==> src/rtl/l2_trigger_pkg.sv <==
// rtl/l2_trigger_pkg.sv - shared state encoding, reset weights and saturating add for the L2 trigger MAC
package l2_trigger_pkg;

  typedef enum logic [1:0] {IDLE, MAC, BIAS, DONE} l2_state_e;

  localparam logic signed [7:0] L2_B_RST = -8'sd24;

  function automatic logic signed [7:0] L2_W_RST(input int idx);
    case (idx)
      0:       return 8'sd127;
      1:       return -8'sd128;
      2:       return -8'sd128;
      default: return 8'sd0;
    endcase
  endfunction

  // Operands arrive sign-extended from acc_w bits; result is clamped to the acc_w signed range.
  function automatic logic signed [63:0] l2_sat_add(input logic signed [63:0] a,
                                                    input logic signed [63:0] b,
                                                    input int acc_w);
    logic signed [64:0] s;
    logic signed [64:0] hi;
    logic signed [64:0] lo;
    s  = {a[63], a} + {b[63], b};
    hi = (65'sd1 <<< (acc_w - 1)) - 65'sd1;
    lo = -hi - 65'sd1;
    if (s > hi)      return hi[63:0];
    else if (s < lo) return lo[63:0];
    else             return s[63:0];
  endfunction

endpackage

==> src/rtl/l2_trigger_mac_if.sv <==
// rtl/l2_trigger_mac_if.sv - event, weight-write and result signals of the L2 trigger MAC
interface l2_trigger_mac_if #(
  parameter int N_IN  = 3,
  parameter int IN_W  = 16,
  parameter int W_W   = 8,
  parameter int ACC_W = 32
);
  logic                         in_valid;
  logic                         in_ready;
  logic [N_IN*IN_W-1:0]         in_data;
  logic                         wt_we;
  logic [$clog2(N_IN+1)-1:0]    wt_addr;
  logic [W_W-1:0]               wt_data;
  logic                         wt_drop;
  logic                         out_valid;
  logic                         out_ready;
  logic                         trigger;
  logic [ACC_W-1:0]             score;

  modport slave (
    input  in_valid, in_data, wt_we, wt_addr, wt_data, out_ready,
    output in_ready, wt_drop, out_valid, trigger, score
  );

  modport master (
    output in_valid, in_data, wt_we, wt_addr, wt_data, out_ready,
    input  in_ready, wt_drop, out_valid, trigger, score
  );
endinterface

==> src/rtl/l2_weight_regfile.sv <==
// rtl/l2_weight_regfile.sv - N_IN weights plus bias, synchronous write, all entries readable combinationally
module l2_weight_regfile
  import l2_trigger_pkg::*;
#(
  parameter int N_IN = 3,
  parameter int W_W  = 8,
  parameter int AW   = $clog2(N_IN+1)
) (
  input  logic                     clk,
  input  logic                     rst,
  input  logic                     i_we,
  input  logic [AW-1:0]            i_addr,
  input  logic [W_W-1:0]           i_wdata,
  output logic [(N_IN+1)*W_W-1:0]  o_regs
);

  logic signed [W_W-1:0] r_regs [N_IN+1];

  always_ff @(posedge clk) begin
    if (rst) begin
      for (int i = 0; i <= N_IN; i++)
        r_regs[i] <= (i == N_IN) ? W_W'(L2_B_RST) : W_W'(L2_W_RST(i));
    end else if (i_we && (i_addr <= AW'(N_IN))) begin
      r_regs[i_addr] <= i_wdata;
    end
  end

  genvar g;
  for (g = 0; g <= N_IN; g++) begin : g_rd
    assign o_regs[g*W_W +: W_W] = r_regs[g];
  end

endmodule

==> src/rtl/l2_trigger_mac.sv <==
// rtl/l2_trigger_mac.sv - sequential weighted-sum trigger, one MAC per cycle, then bias and threshold
// Define L2_SCORE_SAT_EN to saturate each accumulate instead of wrapping.
module l2_trigger_mac
  import l2_trigger_pkg::*;
#(
  parameter int                     N_IN   = 3,
  parameter int                     IN_W   = 16,
  parameter int                     W_W    = 8,
  parameter int                     ACC_W  = 32,
  parameter logic signed [ACC_W-1:0] THRESH = '0
) (
  input  logic            clk,
  input  logic            rst,
  l2_trigger_mac_if.slave bus
);

  localparam int AW = $clog2(N_IN+1);
  localparam int PW = IN_W + W_W;

  l2_state_e                   r_state;
  logic [AW-1:0]               r_idx;
  logic [N_IN*IN_W-1:0]        r_data;
  logic [(N_IN+1)*W_W-1:0]     r_wsnap;
  logic signed [ACC_W-1:0]     r_acc;
  logic signed [ACC_W-1:0]     r_score;
  logic                        r_trigger;
  logic                        r_out_valid;
  logic                        r_in_ready;
  logic                        r_wt_drop;

  logic                        w_wt_we;
  logic [(N_IN+1)*W_W-1:0]     w_regs;
  logic signed [IN_W-1:0]      w_n [N_IN];
  logic signed [W_W-1:0]       w_w [N_IN];
  logic signed [W_W-1:0]       w_b;
  logic signed [PW-1:0]        w_prod;
  logic signed [ACC_W-1:0]     w_addend;
  logic signed [ACC_W-1:0]     w_sum;

  assign w_wt_we = bus.wt_we && (r_state == IDLE);

  l2_weight_regfile #(.N_IN(N_IN), .W_W(W_W), .AW(AW)) u_regfile (
    .clk     (clk),
    .rst     (rst),
    .i_we    (w_wt_we),
    .i_addr  (bus.wt_addr),
    .i_wdata (bus.wt_data),
    .o_regs  (w_regs)
  );

  // Weights are snapshotted at capture so a same-cycle write only affects later events.
  always_comb begin
    for (int i = 0; i < N_IN; i++) begin
      w_n[i] = r_data[i*IN_W +: IN_W];
      w_w[i] = r_wsnap[i*W_W +: W_W];
    end
    w_b      = r_wsnap[N_IN*W_W +: W_W];
    w_prod   = w_n[r_idx] * w_w[r_idx];
    w_addend = (r_state == BIAS) ? ACC_W'(w_b) : ACC_W'(w_prod);
`ifdef L2_SCORE_SAT_EN
    w_sum    = ACC_W'(l2_sat_add(64'(r_acc), 64'(w_addend), ACC_W));
`else
    w_sum    = r_acc + w_addend;
`endif
  end

  always_ff @(posedge clk) begin
    if (rst) begin
      r_state     <= IDLE;
      r_idx       <= '0;
      r_data      <= '0;
      r_wsnap     <= '0;
      r_acc       <= '0;
      r_score     <= '0;
      r_trigger   <= 1'b0;
      r_out_valid <= 1'b0;
      r_in_ready  <= 1'b0;
      r_wt_drop   <= 1'b0;
    end else begin
      r_wt_drop <= bus.wt_we && (r_state != IDLE);
      case (r_state)
        IDLE: begin
          r_in_ready <= 1'b1;
          if (bus.in_valid && r_in_ready) begin
            r_data     <= bus.in_data;
            r_wsnap    <= w_regs;
            r_acc      <= '0;
            r_idx      <= '0;
            r_in_ready <= 1'b0;
            r_state    <= MAC;
          end
        end
        MAC: begin
          r_acc <= w_sum;
          if (r_idx == AW'(N_IN-1)) r_state <= BIAS;
          else                      r_idx   <= r_idx + 1'b1;
        end
        BIAS: begin
          r_acc       <= w_sum;
          r_score     <= w_sum;
          r_trigger   <= (w_sum > THRESH);
          r_out_valid <= 1'b1;
          r_state     <= DONE;
        end
        DONE: begin
          if (bus.out_ready) begin
            r_out_valid <= 1'b0;
            r_in_ready  <= 1'b1;
            r_state     <= IDLE;
          end
        end
        default: r_state <= IDLE;
      endcase
    end
  end

  assign bus.in_ready  = r_in_ready;
  assign bus.out_valid = r_out_valid;
  assign bus.score     = r_score;
  assign bus.trigger   = r_trigger;
  assign bus.wt_drop   = r_wt_drop;

endmodule

==> src/flat_wrapper.sv <==
// flat-port wrapper written by rule: the top's interface ports become plain ports
module l2_trigger_mac_flat import l2_trigger_pkg::*;
#(
  parameter int                     N_IN   = 3,
  parameter int                     IN_W   = 16,
  parameter int                     W_W    = 8,
  parameter int                     ACC_W  = 32,
  parameter logic signed [ACC_W-1:0] THRESH = '0
)
  (clk, rst, bus_in_valid, bus_in_data, bus_wt_we, bus_wt_addr, bus_wt_data, bus_out_ready, bus_in_ready, bus_wt_drop, bus_out_valid, bus_trigger, bus_score);
  l2_trigger_mac_if #(.N_IN(N_IN), .IN_W(IN_W), .W_W(W_W), .ACC_W(ACC_W)) bus_i ();
  input  logic clk;
  input  logic rst;
  input wire logic [$bits(bus_i.in_valid)-1:0] bus_in_valid;
  input wire logic [$bits(bus_i.in_data)-1:0] bus_in_data;
  input wire logic [$bits(bus_i.wt_we)-1:0] bus_wt_we;
  input wire logic [$bits(bus_i.wt_addr)-1:0] bus_wt_addr;
  input wire logic [$bits(bus_i.wt_data)-1:0] bus_wt_data;
  input wire logic [$bits(bus_i.out_ready)-1:0] bus_out_ready;
  output wire logic [$bits(bus_i.in_ready)-1:0] bus_in_ready;
  output wire logic [$bits(bus_i.wt_drop)-1:0] bus_wt_drop;
  output wire logic [$bits(bus_i.out_valid)-1:0] bus_out_valid;
  output wire logic [$bits(bus_i.trigger)-1:0] bus_trigger;
  output wire logic [$bits(bus_i.score)-1:0] bus_score;
  assign bus_i.in_valid = bus_in_valid;
  assign bus_i.in_data = bus_in_data;
  assign bus_i.wt_we = bus_wt_we;
  assign bus_i.wt_addr = bus_wt_addr;
  assign bus_i.wt_data = bus_wt_data;
  assign bus_i.out_ready = bus_out_ready;
  assign bus_in_ready = bus_i.in_ready;
  assign bus_wt_drop = bus_i.wt_drop;
  assign bus_out_valid = bus_i.out_valid;
  assign bus_trigger = bus_i.trigger;
  assign bus_score = bus_i.score;
  l2_trigger_mac #(.N_IN(N_IN), .IN_W(IN_W), .W_W(W_W), .ACC_W(ACC_W), .THRESH(THRESH)) u_core (.clk(clk), .rst(rst), .bus(bus_i));
endmodule
==> config.mk <==
export PLATFORM = sky130hd
export DESIGN_NAME = l2_trigger_mac_flat
export DESIGN_NICKNAME = d
export VERILOG_FILES = /design/src/rtl/l2_trigger_pkg.sv /design/src/rtl/l2_trigger_mac_if.sv /design/src/rtl/l2_weight_regfile.sv /design/src/rtl/l2_trigger_mac.sv /design/src/flat_wrapper.sv
export SDC_FILE = /design/constraint.sdc
export NUM_CORES = 1
export LEC_CHECK = 0
export CAP_MARGIN = 20
export CORE_MARGIN = 2
export CORE_UTILIZATION = 50
export DETAILED_ROUTE_END_ITERATION = 8
export GPL_ROUTABILITY_DRIVEN = 0
export GPL_TIMING_DRIVEN = 0
export PLACE_DENSITY = 0.7
export SKIP_CTS_REPAIR_TIMING = 1
export SYNTH_ARGS = -nofsm -noshare
export SYNTH_HDL_FRONTEND = slang
export SYNTH_SLANG_ARGS = --single-unit
==> constraint.sdc <==
create_clock -name clk -period 10.5 [get_ports clk]
set_clock_uncertainty 0.2 [all_clocks]
set_input_delay 1.05 -clock clk [delete_from_list [all_inputs] [get_ports clk]]
set_output_delay 1.05 -clock clk [all_outputs]
set_load 0.02 [all_outputs]
==> out/qor.txt, run 1 <==
slowest library cell on the worst path -> or4_1
Post-synth EDFFs -> 32
Final Setup Violations -> 0
FF-to-FF setup slack -> 0.44 ns
Synth area leaders -> dfxtp_1, fa_1, ha_1
Hold Crit Start -> u_core.r_data[21]$_SDFFE_PP0P_
fraction of layout cells with a size suffix above 1 -> 4.23%
HP Class -> reg -> reg
Critical Path AT -> 10.14 ns
Least-Margin Pin Slew -> 0.903 ns
Syn. warnings -> 0
reg2reg path depth -> 31
core footprint -> 27000 um2
number of synthesized register bits -> 184
sequential fraction of the synthesis area -> 29.0%
share of the synthesized area in the top cell type -> 22.0%
CP endpoint -> u_core.bus.trigger$_SDFFE_PP0P_
via/cell ratio -> 5.69
Fmax -> 0.0994 GHz
post-synth top area cell -> dfxtp_1
Root Buffer -> clkbuf_16
vias -> 12.0k
cell with the most instances after synthesis -> nand2_1
nets@finish -> 2012
Starting Density -> 51.1%
P per Cell Area -> 182 nW/um2
Avg Inst Size Synth -> 8.41 um2
Remaining DRCs -> 0
Yosys cell types -> 71
reg2reg start -> u_core.r_idx[0]$_SDFFE_PP0P_
list of most frequent post-synthesis cells -> nand2_1, nor2_1, inv_1
Max VDD drop -> 0.000109 V
max_cap viols -> 0
average wire per standard cell -> 17.3 um
Num CTS Buffers -> 17
P_leak -> 6.53 nW
status -> completed
CP max stage delay -> 0.60 ns
post-route ant nets -> 0
CP Launch Type -> register
CTS tree -> yes
I/O pins -> 99
diodes inserted -> 0
synthesized cell area -> 13800 um2
CTS max path bufs -> 2
total power -> 2.89 mW
RR Endpoint -> u_core.bus.trigger$_SDFFE_PP0P_
Total GRT Usage -> 25.3%
Clock Latency Late Sink -> 0.45 ns
Die Y -> 170 um
vias in the first global route -> 11.3k
Starting DRT DRC Count -> 985
CP required -> 10.58 ns
H-tree levels -> 4
Max transition margin -> 39.2%
row count -> 60
area delta synth->final -> 15.1%
syn nets -> 1894
first-pass GRT wire length -> 57700 um
final hold violations -> 0
period utilization -> 95.8%
Final Critical Period -> 10.06 ns
initial antenna violation count -> 1
Top cell by count, worst path -> fa_1
Fill cells -> 2473
Overflow after GRT -> 0
largest net degree at the start of global routing -> 24
max-slew violation count -> 0
Routed WL -> 36600 um
CP Class -> reg -> reg
total clock sinks -> 184
Die Width -> 170 um
Setup WS pre-CTS -> 0.103 ns
Post-synth ARST share -> 0%
fin worst setup slack -> 0.440 ns
DP Wirelength -> 28900 um
Most used DFF post-synth -> dfxtp_1
drt first pass iters -> 5
DIE AREA -> 29000 um2
port bufs -> 98
crit path capture type -> register
clk slew on worst S/H paths -> 0.08 ns
Max FO, Critical Path -> 10
CP startpoint -> u_core.r_idx[0]$_SDFFE_PP0P_
cells after synthesis -> 1644
## registers in the layout, summed over array words and instances, names as in the netlist
name / count
u_core.bus.in_ready: 1
u_core.bus.trigger: 1
u_core.r_idx: 2
u_core.r_wsnap: 32
u_core.r_data: 48
u_core.r_state: 2
u_core.bus.wt_drop: 1
u_core.r_acc: 32
u_core.bus.out_valid: 1
u_core.u_regfile.r_regs: 32
u_core.bus.score: 32
## worst min path at each step
stage	endpoint	slack (ns)	depth (start not counted)
finish	u_core.r_data[21]$_SDFFE_PP0P_	0.26	2
global route	u_core.r_data[7]$_SDFFE_PP0P_	0.28	2
CTS	u_core.r_data[7]$_SDFFE_PP0P_	0.26	2
detailed placement	u_core.r_data[17]$_SDFFE_PP0P_	0.25	2
global placement	u_core.r_wsnap[22]$_SDFFE_PP0P_	0.24	2
floorplan	u_core.r_wsnap[25]$_SDFFE_PP0P_	0.23	2
## critical path: cells and delay by family (launching register included)
kind	cells	cell delay [ns]
adders and majority gates	6	2.61
buffers and inverters	6	1.87
xor gates and xnor gates	1	0.18
DFF	1	0.32
AOI/OAI and AO/OA	14	3.61
and+or+nand+nor	4	1.11
## per-stage QoR
stage / instances / area, um2 / setup TNS (ns) / hold WS (ns) / utilization (%)
detailed placement: 2083 / 15200 / 0 / 0.246 / 56.3
finish: 2116 / 15900 / 0 / 0.259 / 58.9
global placement: 2083 / 15200 / 0 / 0.242 / 56.3
CTS: 2115 / 15900 / 0 / 0.257 / 58.8
floorplan: 1644 / 13800 / 0 / 0.233 / -
global route: 2116 / 15900 / -0.00199 / 0.276 / 58.9
## placed cells by master (no fill, tap or decap), drive strengths merged, types with 53 or more instances in the layout
cell,Yosys,final
mux2i,53,53
nand2,227,227
dfxtp,152,152
fa,104,104
nor2,209,209
inv,161,170
ha,83,83
clkdlybuf4s50,0,98
a21oi,143,143
clkbuf,72,89
## area by class of cell
| class | count | area (um2) | area share [%] |
|---|---|---|---|
| buffer | 79 | 305 | 1.92 |
| clock buffer | 17 | 425 | 2.67 |
| clock inverter | 15 | 228 | 1.43 |
| inverter | 161 | 604 | 3.80 |
| multi-input combinational | 1220 | 8930 | 56.1 |
| sequential | 184 | 4000 | 25.2 |
| tap | 341 | 427 | 2.68 |
| timing repair buffer | 99 | 988 | 6.21 |
## metal layers
layer	track usage, %	share of wire [%]	vias up
li1	-	-	5767
met1	35.3	45	5785
met2	40.5	47	415
met3	4.86	6.7	61
met4	6.58	1.9	2
met5	0	0.035	-
## power by group
group | leakage, nW | internal, mW | switching, mW
Clock | 0.312 | 0.339 | 0.363
Sequential | 1.52 | 0.805 | 0.0545
Combinational | 4.70 | 0.475 | 0.859
## logic make-up after synthesis
family | count (synthesis) | synth area share, %
XOR/XNOR | 37 | 2.35
adder cells (fa/ha/maj) | 187 | 22.6
multiplexers | 62 | 4.57
AND/OR/NAND/NOR | 591 | 18.9
flip-flops | 184 | 29.0
buffers and inverters | 240 | 6.56
AO/OA/AOI/OAI | 343 | 16.1
Power figures use the tool's default switching activity.
==> run 2, diff against run 1 <==
CORE_UTILIZATION = 25   (was 50)
CTS_CLUSTER_SIZE = 20   (was default)
PLACE_DENSITY = default   (was 0.7)
==> out/qor.txt, run 2 (synthesized netlist as in run 1, its figures left out) <==
CTS max path bufs -> 2
vias -> 11.9k
status -> completed
Num CTS Buffers -> 17
Die Width -> 239 um
crit path capture type -> register
DIE AREA -> 57200 um2
Routed WL -> 39500 um
Final Critical Period -> 10.09 ns
first-pass GRT wire length -> 61900 um
P_leak -> 6.52 nW
Overflow after GRT -> 0
Most flops, register -> u_core.r_data
vias in the first global route -> 11.8k
Setup WS pre-CTS -> -0.0979 ns
HP Class -> reg -> reg
Final Setup Violations -> 0
CP Launch Type -> register
Top cell by count, worst path -> fa_1
Critical Path AT -> 10.19 ns
final hold violations -> 0
core footprint -> 54900 um2
slowest library cell on the worst path -> or4_1
largest net degree at the start of global routing -> 20
via/cell ratio -> 4.78
commonest non-fill, non-tap cell in the layout -> nand2_1
clk slew on worst S/H paths -> 0.07 ns
Total GRT Usage -> 13.8%
initial antenna violation count -> 0
Fmax -> 0.0991 GHz
CTS tree -> yes
Die Y -> 239 um
P per Cell Area -> 175 nW/um2
DP Wirelength -> 31900 um
average wire per standard cell -> 15.9 um
diodes inserted -> 0
total power -> 2.86 mW
Clock Latency Late Sink -> 0.46 ns
total clock sinks -> 184
Remaining DRCs -> 0
port bufs -> 98
RSZ-0062 raised after global routing -> no
dpl cells -> 2446
max-slew violation count -> 0
Root Buffer -> clkbuf_16
CP max stage delay -> 0.59 ns
Least-Margin Pin Slew -> 1.01 ns
period utilization -> 96.1%
fin worst setup slack -> 0.406 ns
CP required -> 10.59 ns
max reg flops -> 48
post-route ant nets -> 0
most frequent cells in the layout -> nand2_1, nor2_1, inv_1
drt first pass iters -> 6
Max VDD drop -> 0.000126 V
Finished Layout Cells -> 2478
row count -> 86
Starting DRT DRC Count -> 695
Max transition margin -> 32.5%
H-tree levels -> 4
nets@finish -> 2011
fraction of layout cells with a size suffix above 1 -> 4.57%
I/O pins -> 99
area delta synth->final -> 18.0%
CP Class -> reg -> reg
max_cap viols -> 0
Starting Density -> 25.2%
Max FO, Critical Path -> 10
## run 2: through the flow
step	hold slack, ns	setup TNS (ns)	util (%)	instance area, um2
global route	0.282	0	29.7	16300
floorplan	0.233	0	-	13800
global placement	0.243	0	28.6	15700
finish	0.257	0	29.7	16300
detailed placement	0.247	-0.0979	28.6	15700
CTS	0.258	-0.161	29.6	16300
## run 2: worst paths after layout
kind                             startpoint                               to  slack, ns  depth (start not counted)
max            u_core.r_idx[0]$_SDFFE_PP0P_  u_core.bus.trigger$_SDFFE_PP0P_       0.41                         31
min          u_core.r_data[30]$_SDFFE_PP0P_   u_core.r_data[30]$_SDFFE_PP0P_       0.26                          2
max reg2reg    u_core.r_idx[0]$_SDFFE_PP0P_  u_core.bus.trigger$_SDFFE_PP0P_       0.41                         31
min reg2reg  u_core.r_data[30]$_SDFFE_PP0P_   u_core.r_data[30]$_SDFFE_PP0P_       0.26                          2
## run 2: cell type report
| class | instances | area (um2) |
|---|---|---|
| plain buffers | 79 | 310 |
| clock buffers | 18 | 439 |
| clock inverters | 14 | 150 |
| fillers | 5855 | 38600 |
| inverters | 161 | 604 |
| multi-input cells | 1220 | 8940 |
| flip-flops and latches | 184 | 4000 |
| well taps | 704 | 881 |
| repair buffers | 98 | 981 |
## run 2: worst max-delay path, delay by kind of cell (launching register included)
kind	cells	cell delay, ns
fa+ha+maj	6	2.71
compound gates	14	3.51
buf+inv	6	1.90
xor+xnor	1	0.17
flops	1	0.31
simple gates	4	1.12
## run 2: routing by layer
layer	part of all wire [%]	global-route usage, %	vias to the layer above
li1	-	-	5776
met1	43	16.9	5780
met2	51	24.3	252
met3	3.7	2.22	47
met4	2.4	4.89	0
met5	0	0	-
## run 2: report_power, final
group / internal (mW) / total (mW) / switching (mW) / leakage [nW]
combinational: 0.477 / 1.35 / 0.871 / 4.70
sequential: 0.805 / 0.861 / 0.0562 / 1.52
clock: 0.325 / 0.647 / 0.322 / 0.293
